[config.mk]
export PLATFORM = sky130hd
export DESIGN_NAME = ad9866_ctrl_arb_flat
export DESIGN_NICKNAME = d
export VERILOG_FILES = /design/src/rtl/ad9866_ctrl_arb_if.sv /design/src/rtl/ad9866_ctrl_arb.sv /design/src/flat_wrapper.sv
export SDC_FILE = /design/constraint.sdc
export NUM_CORES = 1
export LEC_CHECK = 0
export ABC_AREA = 1
export BUFFER_PORTS_ARGS = -buffer_cell sky130_fd_sc_hd__buf_2
export CORE_MARGIN = 10
export CORE_UTILIZATION = 50
export DETAILED_ROUTE_END_ITERATION = 10
export GPL_TIMING_DRIVEN = 0
export PLACE_DENSITY = 0.7
export SLEW_MARGIN = 20
export SYNTH_ARGS = -nofsm -noshare
export SYNTH_HDL_FRONTEND = slang
export SYNTH_SLANG_ARGS = --single-unit
[constraint.sdc]
create_clock -name clk -period 2.79 [get_ports clk]
set_clock_uncertainty 0.2 [all_clocks]
set_input_delay 0.279 -clock clk [delete_from_list [all_inputs] [get_ports clk]]
set_output_delay 0.279 -clock clk [all_outputs]
set_load 0.05 [all_outputs]
[src/rtl/ad9866_ctrl_arb_if.sv]
// Register-write traffic around the AD9866 control arbiter: gain levels and
// host writes coming in, SPI frame launch/handshake going out.
interface ad9866_ctrl_arb_if;
    logic [5:0]  rx_gain;
    logic [3:0]  tx_gain;
    logic        host_req;
    logic [4:0]  host_addr;
    logic [7:0]  host_data;
    logic        host_ack;
    logic        spi_start;
    logic [15:0] spi_word;
    logic        spi_busy;
    logic        spi_err;

    // Requesting side: host, gain sources and the SPI engine status.
    modport master (
        output rx_gain, tx_gain, host_req, host_addr, host_data, spi_busy,
        input  host_ack, spi_start, spi_word, spi_err
    );

    // Arbiter side.
    modport slave (
        input  rx_gain, tx_gain, host_req, host_addr, host_data, spi_busy,
        output host_ack, spi_start, spi_word, spi_err
    );
endinterface

[src/rtl/ad9866_ctrl_arb.sv]
// AD9866 control-register arbiter: round-robin between host writes, RX gain
// updates and TX gain updates, launching one 16-bit SPI frame at a time with
// a busy timeout and an enforced idle gap between frames.
module ad9866_ctrl_arb #(
    parameter logic [4:0] RX_GAIN_ADDR = 5'h09,
    parameter logic [4:0] TX_GAIN_ADDR = 5'h0a,
    parameter int         GAP_CYCLES   = 4,
    parameter int         TIMEOUT      = 16
) (
    input logic              clk,
    input logic              reset_n,
    ad9866_ctrl_arb_if.slave bus
);

    typedef enum logic [2:0] {
        IDLE,
        ISSUE,
        WAIT_BUSY,
        WAIT_DONE,
        GAP
    } state_t;

    localparam logic [1:0] SRC_HOST     = 2'd0;
    localparam logic [1:0] SRC_RX       = 2'd1;
    localparam logic [1:0] SRC_TX       = 2'd2;
    localparam logic [7:0] TIMEOUT_LAST = 8'(TIMEOUT - 1);
    localparam logic [7:0] GAP_LAST     = 8'(GAP_CYCLES - 1);

    state_t      state;
    state_t      state_n;
    logic [7:0]  cnt;
    logic [1:0]  last_grant;
    logic [1:0]  cur_src;
    logic [1:0]  grant_src;
    logic [15:0] word_q;
    logic [15:0] grant_word;
    logic [5:0]  rx_sent;
    logic        rx_sent_vld;
    logic [3:0]  tx_sent;
    logic        tx_sent_vld;
    logic        host_acked;
    logic [2:0]  live;
    logic [2:0]  pend_q;
    logic [2:0]  elig;
    logic        grant;
    logic        timeout;

    // Pick the first requester after the last granted one (0 -> 1 -> 2 -> 0).
    function automatic logic [1:0] rr_pick(input logic [2:0] req, input logic [1:0] last);
        logic [1:0] first;
        logic [1:0] second;
        logic [1:0] third;
        case (last)
            2'd0:    begin first = 2'd1; second = 2'd2; third = 2'd0; end
            2'd1:    begin first = 2'd2; second = 2'd0; third = 2'd1; end
            default: begin first = 2'd0; second = 2'd1; third = 2'd2; end
        endcase
        if (req[first])       rr_pick = first;
        else if (req[second]) rr_pick = second;
        else                  rr_pick = third;
    endfunction

    // A source is eligible only when its request was seen last cycle and is
    // still present now, so a host request withdrawn before grant is dropped
    // and a gain that returns to its sent value issues nothing.
    assign live[0] = bus.host_req & ~host_acked;
    assign live[1] = ~rx_sent_vld | (bus.rx_gain != rx_sent);
    assign live[2] = ~tx_sent_vld | (bus.tx_gain != tx_sent);
    assign elig    = live & pend_q;

    assign grant_src    = rr_pick(elig, last_grant);
    assign bus.spi_word = word_q;

    // Frame contents for the source that would win this cycle.
    always_comb begin
        grant_word = 16'h0000;
        case (grant_src)
            SRC_HOST: grant_word = {3'b000, bus.host_addr, bus.host_data};
            SRC_RX:   grant_word = {3'b000, RX_GAIN_ADDR, 2'b01, bus.rx_gain};
            default:  grant_word = {3'b000, TX_GAIN_ADDR, 4'b0000, bus.tx_gain};
        endcase
    end

    // Next-state and strobe decode of the frame sequencer.
    always_comb begin
        state_n       = state;
        grant         = 1'b0;
        timeout       = 1'b0;
        bus.spi_start = 1'b0;
        bus.host_ack  = 1'b0;
        bus.spi_err   = 1'b0;
        case (state)
            IDLE: begin
                if (|elig) begin
                    grant        = 1'b1;
                    bus.host_ack = (grant_src == SRC_HOST);
                    state_n      = ISSUE;
                end
            end
            ISSUE: begin
                bus.spi_start = 1'b1;
                state_n       = WAIT_BUSY;
            end
            WAIT_BUSY: begin
                if (bus.spi_busy) begin
                    state_n = WAIT_DONE;
                end else if (cnt == TIMEOUT_LAST) begin
                    timeout     = 1'b1;
                    bus.spi_err = 1'b1;
                    state_n     = GAP;
                end
            end
            WAIT_DONE: begin
                if (!bus.spi_busy) state_n = GAP;
            end
            GAP: begin
                if (cnt == GAP_LAST) state_n = IDLE;
            end
            default: state_n = IDLE;
        endcase
    end

    // State register; cnt counts cycles spent in the current state.
    always_ff @(posedge clk or negedge reset_n) begin
        if (!reset_n) begin
            state <= IDLE;
            cnt   <= 8'd0;
        end else begin
            state <= state_n;
            cnt   <= (state_n != state) ? 8'd0 : cnt + 8'd1;
        end
    end

    // Arbitration bookkeeping: pending flags, grant history, latched frame
    // and the valid flags that force a gain rewrite after reset or timeout.
    always_ff @(posedge clk or negedge reset_n) begin
        if (!reset_n) begin
            pend_q      <= 3'b000;
            host_acked  <= 1'b0;
            word_q      <= 16'h0000;
            last_grant  <= SRC_TX;
            cur_src     <= SRC_HOST;
            rx_sent_vld <= 1'b0;
            tx_sent_vld <= 1'b0;
        end else begin
            pend_q <= live;
            if (!bus.host_req)                      host_acked <= 1'b0;
            else if (grant && grant_src == SRC_HOST) host_acked <= 1'b1;
            if (grant) begin
                word_q     <= grant_word;
                last_grant <= grant_src;
                cur_src    <= grant_src;
                if (grant_src == SRC_RX) rx_sent_vld <= 1'b1;
                if (grant_src == SRC_TX) tx_sent_vld <= 1'b1;
            end
            if (timeout) begin
                if (cur_src == SRC_RX) rx_sent_vld <= 1'b0;
                if (cur_src == SRC_TX) tx_sent_vld <= 1'b0;
            end
        end
    end

    // Last-sent gain values; only meaningful while their valid flag is set.
    always_ff @(posedge clk) begin
        if (grant && grant_src == SRC_RX) rx_sent <= bus.rx_gain;
        if (grant && grant_src == SRC_TX) tx_sent <= bus.tx_gain;
    end

endmodule

[src/flat_wrapper.sv]
// flat-port wrapper written by rule: the top's interface ports become plain ports
module ad9866_ctrl_arb_flat 
#(
    parameter logic [4:0] RX_GAIN_ADDR = 5'h09,
    parameter logic [4:0] TX_GAIN_ADDR = 5'h0a,
    parameter int         GAP_CYCLES   = 4,
    parameter int         TIMEOUT      = 16
)
  (clk, reset_n, bus_rx_gain, bus_tx_gain, bus_host_req, bus_host_addr, bus_host_data, bus_spi_busy, bus_host_ack, bus_spi_start, bus_spi_word, bus_spi_err);
  ad9866_ctrl_arb_if bus_i ();
  input logic clk;
  input logic reset_n;
  input wire logic [$bits(bus_i.rx_gain)-1:0] bus_rx_gain;
  input wire logic [$bits(bus_i.tx_gain)-1:0] bus_tx_gain;
  input wire logic [$bits(bus_i.host_req)-1:0] bus_host_req;
  input wire logic [$bits(bus_i.host_addr)-1:0] bus_host_addr;
  input wire logic [$bits(bus_i.host_data)-1:0] bus_host_data;
  input wire logic [$bits(bus_i.spi_busy)-1:0] bus_spi_busy;
  output wire logic [$bits(bus_i.host_ack)-1:0] bus_host_ack;
  output wire logic [$bits(bus_i.spi_start)-1:0] bus_spi_start;
  output wire logic [$bits(bus_i.spi_word)-1:0] bus_spi_word;
  output wire logic [$bits(bus_i.spi_err)-1:0] bus_spi_err;
  assign bus_i.rx_gain = bus_rx_gain;
  assign bus_i.tx_gain = bus_tx_gain;
  assign bus_i.host_req = bus_host_req;
  assign bus_i.host_addr = bus_host_addr;
  assign bus_i.host_data = bus_host_data;
  assign bus_i.spi_busy = bus_spi_busy;
  assign bus_host_ack = bus_i.host_ack;
  assign bus_spi_start = bus_i.spi_start;
  assign bus_spi_word = bus_i.spi_word;
  assign bus_spi_err = bus_i.spi_err;
  ad9866_ctrl_arb #(.RX_GAIN_ADDR(RX_GAIN_ADDR), .TX_GAIN_ADDR(TX_GAIN_ADDR), .GAP_CYCLES(GAP_CYCLES), .TIMEOUT(TIMEOUT)) u_core (.clk(clk), .reset_n(reset_n), .bus(bus_i));
endmodule
; ---- Word level (Yosys, flattened, before mapping)
; Index checks and enable logic that the tools add are counted.
[word_totals]
register_bits = 47
input_bits = 27
output_inout_bits = 19
[classes]
order_cmp = 2
n_reduce_logical = 7
n_eq_ne = 15
mux = 35
bitwise_logic = 7
addsub = 1
[op_table]
columns = operator, n
row1 = $pmux 13 s2, 1
row2 = $mux 1, 20
row3 = $mux 3, 5
row4 = $pmux 3 s5, 1
row5 = $pmux 2 s2, 3
row6 = $add 8x1->8 const B, 1
row7 = $eq 8x2->1 const B, 1
row8 = $eq 8x4->1 const B, 1
row9 = $mux 8, 1
row10 = $eq 2x1->1 const B, 3
row11 = $eq 3x2->1 const B, 2
row12 = $lt 2x3->1 const B, 2
row13 = $ne 6x6->1, 1
row14 = $bmux 1 s2, 2
row15 = $eq 2x2->1 const B, 2
row16 = $logic_not 2->1, 2
row17 = $mux 2, 2
row18 = $ne 4x4->1, 1
row19 = $and 3x3->3, 1
row20 = $eq 3x1->1 const B, 1
row21 = $eq 3x3->1 const B, 1
row22 = $logic_and 1x1->1, 3
row23 = $logic_not 3->1, 1
row24 = $ne 3x3->1, 1
row25 = other kinds (5), 8

; ---- Logic depth before layout (Yosys ltp)
; Gate-level depths: netlist of run 1.
[depth]
depth_word = 12
depth_mapped = 17

; ---- Least setup slack after synthesis of run 1
; OpenSTA, ideal clock, no wires.
[synth_path]
kind = register to register
start = reg u_core.state[0]
end = reg u_core.cnt[2]
period_less_slack_ps = 2400
arrival_ps = 2079
setup_slack_ps = 390
stages_incl_launch_ff = 5
t_required_ps = 2469
n_path_buf = 0
setup_time_ps = 121
cell_sequence = dfrtp_1 > inv_1 > nor3_1 > nand3b_4 > nor2_2
[synth_via]
elab_chain_len = 5
elab_cells_between_ends = 13
[synth_rtl]
columns = element, line
row1 = start: declaration, ad9866_ctrl_arb.sv:29  ; state_t state;
row2 = start signal: assignment, ad9866_ctrl_arb.sv:129  ; state <= state_n;
row3 = $mux 3, ad9866_ctrl_arb.sv:107  ; end else if (cnt == TIMEOUT_LAST) begin
row4 = $mux 3, ad9866_ctrl_arb.sv:105  ; if (bus.spi_busy) begin
row5 = $pmux 3 s5, ad9866_ctrl_arb.sv:92  ; case (state)
row6 = $ne 3x3->1 *, ad9866_ctrl_arb.sv:130  ; cnt <= (state_n != state) ? 8'd0 : cnt + 8'd1;
row7 = $mux 8 *, ad9866_ctrl_arb.sv:130
row8 = end signal: assignment, ad9866_ctrl_arb.sv:130
row9 = end: declaration, ad9866_ctrl_arb.sv:31  ; logic [7:0] cnt;
; Every way passes the cells marked *; elsewhere a longest branch is shown, timed or not.
; A chain may end at the register's enable or synchronous reset.

; ---- Final worst setup path of run 1
[layout_path]
start = in bus_tx_gain[2]
end = out bus_host_ack
[layout_via]
elab_chain_len = 10
elab_cells_between_ends = 13
[layout_rtl]
columns = element, line
row1 = start: declaration, flat_wrapper.sv:14  ; input wire logic [$bits(bus_i.tx_gain)-1:0] bus_tx_gain;
row2 = $ne 4x4->1 *, ad9866_ctrl_arb.sv:68  ; assign live[2] = ~tx_sent_vld | (bus.tx_gain != tx_sent);
row3 = $or 1x1->1 *, ad9866_ctrl_arb.sv:68
row4 = via u_core.live[2], ad9866_ctrl_arb.sv:42  ; logic [2:0] live;
row5 = $and 3x3->3 *, ad9866_ctrl_arb.sv:69  ; assign elig = live & pend_q;
row6 = $bmux 1 s2, ad9866_ctrl_arb.sv:59  ; else if (req[second]) rr_pick = second;
row7 = $mux 1 (implied by the code), ad9866_ctrl_arb.sv:59
row8 = $mux 2, ad9866_ctrl_arb.sv:59
row9 = $mux 2, ad9866_ctrl_arb.sv:58  ; if (req[first]) rr_pick = first;
row10 = $logic_not 2->1, ad9866_ctrl_arb.sv:96  ; bus.host_ack = (grant_src == SRC_HOST);
row11 = $mux 1 *, ad9866_ctrl_arb.sv:94  ; if (|elig) begin
row12 = $mux 1 *, ad9866_ctrl_arb.sv:92
row13 = end: declaration, flat_wrapper.sv:19  ; output wire logic [$bits(bus_i.host_ack)-1:0] bus_host_ack;
; The timed path passes the listed nets; every way through them passes the cells marked *. The select of a mux whose other input is x is not followed.

==> impl_metrics.toml, run 1 <==
[critical_path]
start_kind = "input pin"
ff2ff_path_depth = 13
worstSetupPathDepth = 11
critPathMostFrequentCell = "nand3_4"
worst_path_max_delay_cell = "dlygate4sd3_1"
critPathMaxFanout = 10
critical_path_class = "input pin to output pin"
crit_chain = "dlygate4sd3_1 > buf_2 > xnor2_2 > nand4_4 > nand2_2 > nand3_4 > nand2_8 > clkinv_2 > nand3_4 > nor2_8 > buf_4"
required_ps = 2310
slowest_delay_ps = 530
cpLargestDelayFamily = "buffers and inverters"
end_kind = "output pin"
worstPathArrival_ps = 2160
crit_buf_inv = 4

[placement]
gp_congestion = 0.787
dp.final_hpwl_um = 3630
port_buffers = 42
place_ws_ps = 423

[global_route]
grt_max_degree = 34
grt_util_all_layers_pct = 13.8
overflow = 0
grt_pass1_wl_um = 8690
grt_pass1_vias = 1902
antenna_found_initial = 0

[timing]
rsz0062_at_grt = "no"
fmaxAchievable_mhz = 379
finalSetupTns_ps = 0
fin_ws_ps = 153
finalCritPeriodShare_pct = 94.5
worst_pin_slew_ps = 746
slew_headroom_pct = 50.2
hold_viol_final = 0
fin_crit_ps = 2640
hold_ws_ps = 14.6
slew_viol_final = 0
setup_viol = 0

[logic_synthesis]
synth_top_family_by_area = "simple AND/OR/NAND/NOR gates"
synth-simple-area-share_pct = 35.9
avgSynthCellArea_um2 = 8.59
ys_top_cells_by_area = "dfrtp_1 33%, edfxtp_1 13%, nand2_1 11%"
muxShareOfSynthArea_pct = 0
ys.flop_type = "dfrtp_1"
synth_compound_area_share_pct = 6.11
synth_warnings = 0
synth_xor_xnor_area_share_pct = 1.83
synth_cells = 279
synth_top_area_share_pct = 33.4
synth_cell_type_count = 38
synth-edff-count = 10
synth_seq_cells = 43
seq_area_frac_synth_pct = 47.0
synth_area_mm2 = 0.00240
synth_adder_area_share_pct = 0.522
synthArstFlopShare_pct = 76.7
synth_top_area_cell = "dfrtp_1"

[routing]
first_pass_iters = 4
wl_um = 4850
vias_per_cell = 4.65
avgRoutedWirePerCell_um = 12.2
num_vias = 1841
ant_nets = 0
drt-initial-drc-count = 80
drc = 0

[final_layout]
seqCellArea_mm2 = 0.00113
syn_to_final_growth_pct = 21.5
multi_input_area_mm2 = 0.00108
drive_gt1_share_pct = 30.1
finalNetCount = 369
n_fill_cell = 433
diodes = 0

[floorplanning]
die_w_um = 89.2
dieArea_mm2 = 0.00796
boundaryPins = 46
coreArea_mm2 = 0.00469
num_rows = 25
die_h_um = 89.2
start_util_pct = 51.1

[cts]
clock-sinks = 43
worstSkewPairLatency_ps = 290
cts_tree = "yes"
clk_path_buf_depth = 2
htreeDepth = 2
post_cts.repair.setup_buffers = 0
cts_root_buffer = "clkbuf_8"
cts_buffers = 5
path_clk_slew_ps = 80

[hold_path]
hold_class = "input pin to flip-flop"
worstHoldPathCells = 1

[power]
ir_drop_mv = 0.690
leakagePower_uw = 0.00149
power.density_mw_per_mm2 = 1130
finalPower_uw = 3300

[run]
drv_cap = 0

[run_status]
status = "complete, no violations"
-- logic make-up (layout without fill, tap and decap cells) --
family,Yosys count,count (layout)
AO/OA/AOI/OAI,21,21
XOR/XNOR,5,5
adder cells (fa/ha/maj),1,1
buffers and inverters,50,111
flip-flops,43,43
other,1,3
AND/OR/NAND/NOR,158,158
-- cell usage after synthesis, types with 3 or more instances --
master     n
nand2_2    6
nand2_1   68
xor2_1     3
dfrtp_1   32
nand3_1   14
o21ai_0    3
buf_4      3
clkinv_1   3
inv_1     37
inv_2      5
nand2_4    3
nor2_1    31
a21oi_1   10
nor2_2    16
edfxtp_1  10
nor3_1     4
nand3_4    4
-- power breakdown --
group | total, uW | switching [uW] | internal, uW | leakage [uW]
clock | 442 | 212 | 230 | 0.0000563
combinational | 1850 | 1290 | 553 | 0.000945
sequential | 1010 | 136 | 877 | 0.000493
total | 3300 | 1640 | 1660 | 0.00149
-- flip-flops by register name (all words and copies together) (netlist names) --
signal / flops
u_core.pend_q: 3
u_core.tx_sent_vld: 1
u_core.bus.spi_word: 13
u_core.rx_sent: 6
u_core.state: 3
u_core.last_grant: 1
u_core.host_acked: 1
u_core.cnt: 8
u_core.rx_sent_vld: 1
u_core.tx_sent: 4
u_core.cur_src: 2
-- path summary, 6_finish.rpt --
| check | start | slack (ps) | endpoint |
|---|---|---|---|
| min in group asynchronous | reset_n | 390 | u_core.state[1] |
| max | bus_tx_gain[2] | 150 | bus_host_ack |
| min | bus_rx_gain[2] | 10 | u_core.rx_sent[2] |
| min reg2reg | u_core.cnt[0] | 270 | u_core.cnt[0] |
| max reg2reg | u_core.rx_sent[1] | 630 | u_core.rx_sent[0] |
| max in group asynchronous | reset_n | 1530 | u_core.bus.spi_word[8] |
-- timing repair --
item / CTS / global route
endpoints found under the hold margin: 42 / 0
hold buffers: 11 / 0
setup endpoints to repair: 0 / 1
resized for setup: 0 / 4
-- area by class of cell --
type	instances	area share, %
Sequential cell	43	38.7
Timing Repair Buffer	53	11.1
Buffer	4	0.903
Clock buffer	6	3.22
Multi-Input combinational cell	188	37.2
Clock inverter	2	0.473
Tap cell	54	2.32
Inverter	46	6.06
-- routing by layer --
metal  vias up  GRT usage [%]  share of wire [%]
met5         -              0                  0
met4         0           3.61               0.39
met3         2           4.83                6.0
met2        40           21.5                 45
met1       823           17.9                 48
li1        976              -                  -
-- per-stage QoR --
stage	utilization [%]	instances	instance area [um2]
finish	62.0	396	2910
floorplan	-	281	2400
global placement	57.1	377	2680
global route	62.0	396	2910
CTS	61.8	396	2900
detailed placement	57.1	377	2680
-- cell usage in the layout, fill, tap and decap left out, types with 2 or more instances in the layout --
cell,n
buf_2,41
xor2_1,3
inv_1,37
clkbuf_8,5
dfrtp_1,32
nor3_1,4
nor2_1,31
a21oi_1,10
or2_2,2
inv_2,4
nand2_2,6
nand3_2,2
o21ai_0,3
conb_1,3
nand2_4,3
nand2_1,68
edfxtp_1,10
buf_4,4
nor2_2,16
clkinv_1,3
dlygate4sd3_1,11
clkinv_2,2
nand2_8,2
nand3_4,4
nand3_1,14
o21ai_4,2
o21ai_1,2
Note: power is estimated with default switching activity, not from simulation.
==> run 2, diff against run 1 <==
Settings changed: CORE_ASPECT_RATIO set to 0.9.
==> impl_metrics.toml, run 2 (synthesis gave the netlist of run 1 again) <==
[placement]
dp_cells = 385
gp_congestion = 0.798
dp.final_hpwl_um = 3740
port_buffers = 42
placed_cell_area_mm2 = 0.00269
place_ws_ps = 444

[hold_path]
hp-start = "bus_rx_gain[3]"
hold_class = "input pin to flip-flop"

[cts]
htreeDepth = 2
cts_buffers = 5
cts_root_buffer = "clkbuf_8"
post_cts.repair.setup_buffers = 0
path_clk_slew_ps = 80
worstSkewPairLatency_ps = 300
cts_tree = "yes"
clk_path_buf_depth = 2
clock-sinks = 43

[floorplanning]
die_h_um = 85.7
coreArea_mm2 = 0.00455
die_w_um = 93.0
start_util_pct = 52.7
num_rows = 23
dieArea_mm2 = 0.00796
boundaryPins = 46

[timing]
setup_viol = 0
rsz0062_at_grt = "no"
slew_headroom_pct = 51.0
slew_viol_final = 0
hold_viol_final = 0
worst_pin_slew_ps = 735
fin_crit_ps = 2660
finalCritPeriodShare_pct = 95.2
fin_ws_ps = 135
finalSetupTns_ps = 0
fmaxAchievable_mhz = 377

[routing]
drt-initial-drc-count = 64
vias_per_cell = 4.62
wl_um = 4940
avgRoutedWirePerCell_um = 12.2
ant_nets = 0
first_pass_iters = 4
num_vias = 1871
drc = 0

[critical_path]
critPathMaxFanout = 7
worstPathArrival_ps = 2180
worst_path_max_delay_cell = "dlygate4sd3_1"
start_kind = "input pin"
rr_startpoint = "u_core.rx_sent[1]"
cpLargestDelayFamily = "buffers and inverters"
cp-startpoint = "bus_tx_gain[2]"
crit_chain = "dlygate4sd3_1 > buf_2 > xnor2_1 > nand4_4 > nand3_1 > nand2_2 > nand2_4 > nand3_4 > nor2_8 > clkbuf_4"
required_ps = 2310
slowest_delay_ps = 530
end_kind = "output pin"
critical_path_class = "input pin to output pin"
crit_buf_inv = 3

[final_layout]
seqCellArea_mm2 = 0.00113
diodes = 0
syn_to_final_growth_pct = 21.3
final_area_mm2 = 0.00291
largest_register_ffs = 13
drive_gt1_share_pct = 29.4
instances_no_fill = 405
n_fill_cell = 427
finalNetCount = 370
multi_input_area_mm2 = 0.00107
layout_commonest_cell = "nand2_1"
mostFrequentLayoutCells = "68 x nand2_1, 41 x buf_2, 37 x inv_1"

[global_route]
grt_pass1_vias = 1927
antenna_found_initial = 0
grt_pass1_wl_um = 8780
grt_max_degree = 34
overflow = 0
grt_util_all_layers_pct = 13.3

[run_status]
status = "complete, no violations"

[power]
leakagePower_uw = 0.00148
ir_drop_mv = 0.651
power.density_mw_per_mm2 = 1120

[run]
drv_cap = 0
==> run 2: cell type report <==
cell class | instances | area share [%]
buffer | 4 | 0.904
clock buffer | 5 | 2.37
clock inverter | 3 | 0.689
inverter | 46 | 6.12
multi-input combinational | 188 | 37.0
sequential | 43 | 38.8
tap | 62 | 2.67
timing repair buffer | 54 | 11.5
==> run 2: worst register-to-register path, delay by kind of cell (launching register included) <==
kind	cells	cell delay, ps
and+or+nand+nor	10	1060
DFF	1	400
buffers and inverters	3	190
==> run 2: through the flow <==
step           power, uW  utilization, %  hold WS [ps]
2_1_floorplan       2490               -          -217
3_3_place_gp        2830            59.2           184
3_5_place_dp        2870            59.2           191
4_1_cts             3280            63.8          2.24
5_1_grt             3540            63.9          5.97
6_report            3260            63.9          4.01
==> run 2: worst paths after layout <==
kind,slack (ps),depth (start not counted),endpoint
max in group asynchronous,1550,2,u_core.state[1]
min reg2reg,280,1,u_core.cnt[0]
max reg2reg,580,13,u_core.rx_sent[1]
min,4,1,u_core.rx_sent[3]
min in group asynchronous,370,2,u_core.cnt[0]
max,130,10,bus_host_ack
==> run 2: repair_timing <==
action	CTS	global route
gates resized for setup	0	3
setup endpoints to repair	0	1
hold buffers	12	0
endpoints found under the hold margin	43	0
==> run 2: routing by layer <==
metal	vias to the layer above	wire (um)	global-route usage, %
li1	981	-	-
met1	840	2330	17.0
met2	43	2120	19.6
met3	7	417	5.49
met4	0	68	4.62
met5	-	0	0
==> run 2: power breakdown <==
| group | internal, uW | switching (uW) |
|---|---|---|
| registers | 876 | 129 |
| logic | 553 | 1300 |
| clock network | 175 | 223 |
| total | 1600 | 1650 |
==> run 3, diff against run 2 <==
Settings changed: MAX_ROUTING_LAYER set to met4.
==> impl_metrics.toml, run 3 (synthesis gave the netlist of run 1 again) <==
[power]
finalPower_uw = 3260
power.density_mw_per_mm2 = 1120
ir_drop_mv = 0.653
leakagePower_uw = 0.00148

[cts]
post_cts.repair.setup_buffers = 0
cts_buffers = 5
clk_path_buf_depth = 2
path_clk_slew_ps = 80
htreeDepth = 2
worstSkewPairLatency_ps = 300
cts_tree = "yes"
clock-sinks = 43
cts_root_buffer = "clkbuf_8"

[timing]
fmaxAchievable_mhz = 376
fin_crit_ps = 2660
finalSetupTns_ps = 0
rsz0062_at_grt = "no"
finalCritPeriodShare_pct = 95.3
setup_viol = 0
hold_viol_final = 0
slew_viol_final = 0
worst_pin_slew_ps = 736
slew_headroom_pct = 50.9

[run]
drv_cap = 0

[critical_path]
cp-startpoint = "bus_tx_gain[2]"
crit_end = "bus_host_ack"
critical_path_class = "input pin to output pin"
ff2ff_path_depth = 13
timing.rr.end = "u_core.rx_sent[1]"
start_kind = "input pin"
end_kind = "output pin"
rr_startpoint = "u_core.rx_sent[1]"
required_ps = 2310
critPathMaxFanout = 7
reg2reg_slack_ps = 580
worstPathArrival_ps = 2180

[floorplanning]
dieArea_mm2 = 0.00796
num_rows = 23
die_w_um = 93.0
boundaryPins = 46
start_util_pct = 52.7
die_h_um = 85.7
coreArea_mm2 = 0.00455

[final_layout]
largest_register_ffs = 13
drive_gt1_share_pct = 29.4
mostFrequentLayoutCells = "68 x nand2_1, 41 x buf_2, 37 x inv_1"
syn_to_final_growth_pct = 21.3
finalNetCount = 370
instances_no_fill = 405
postLayoutCoreUtil_pct = 63.9
diodes = 0
layout_commonest_cell = "nand2_1"

[routing]
wl_um = 4950
drc = 0
vias_per_cell = 4.62
drt-initial-drc-count = 64
avgRoutedWirePerCell_um = 12.2
first_pass_iters = 4
num_vias = 1871
ant_nets = 0

[global_route]
grt_pass1_wl_um = 8780
grt_max_degree = 34
antenna_found_initial = 0
grt_util_all_layers_pct = 13.7
grt_pass1_vias = 1928
overflow = 0

[placement]
port_buffers = 42
dp.final_hpwl_um = 3740
gp_congestion = 0.809
dp_cells = 385

[run_status]
status = "complete, no violations"

[hold_path]
hold_class = "input pin to flip-flop"
run 3: worst min-delay path by stage:
stage,from,end,depth (start not counted)
4_1_cts,bus_rx_gain[3],u_core.rx_sent[3],1
3_5_place_dp,reset_n,u_core.cnt[0],1
6_report,bus_rx_gain[3],u_core.rx_sent[3],1
2_1_floorplan,reset_n,u_core.bus.spi_word[0],0
5_1_grt,bus_rx_gain[3],u_core.rx_sent[3],1
3_3_place_gp,reset_n,u_core.cnt[1],1
run 3: per-layer routing:
| layer | track usage (%) | routed length, um |
|---|---|---|
| met3 | 4.70 | 334 |
| met1 | 17.5 | 2420 |
| met2 | 19.6 | 2130 |
| met5 | - | 0 |
| met4 | 4.62 | 66 |
run 3: final cells by class:
class | instances | area, um2
inverter | 46 | 178
fill | 427 | 1640
multi-input combinational | 188 | 1070
timing repair buffer | 54 | 333
sequential | 43 | 1130
tap | 62 | 77.6
clock buffer | 5 | 68.8
clock inverter | 3 | 20.0
buffer | 4 | 26.3
run 3: per-stage QoR:
| step | hold slack, ps | worst slack [ps] | area, um2 |
|---|---|---|---|
| 5_1_grt | 6.03 | 20.5 | 2910 |
| 3_5_place_dp | 191 | 444 | 2690 |
| 4_1_cts | 2.24 | 9.54 | 2900 |
| 6_report | 5.31 | 131 | 2910 |
| 2_1_floorplan | -217 | 390 | 2400 |
| 3_3_place_gp | 184 | 460 | 2690 |
run 3: worst max-delay path, cell delays in order:
cell	delay, ps
dlygate4sd3_1	530
buf_2	140
xnor2_1	220
nand4_4	170
nand3_1	120
nand2_2	100
nand2_4	90
nand3_4	120
nor2_8	160
clkbuf_4	250
run 3: timing repair:
item,4_1_cts,5_1_grt
endpoints found under the setup margin,0,1
endpoints found under the hold margin,43,0
hold buffers,12,0
gates resized for setup,0,3
run 3: power breakdown:
part | switching (uW) | internal [uW]
Sequential | 129 | 876
Combinational | 1310 | 553
Clock | 221 | 175
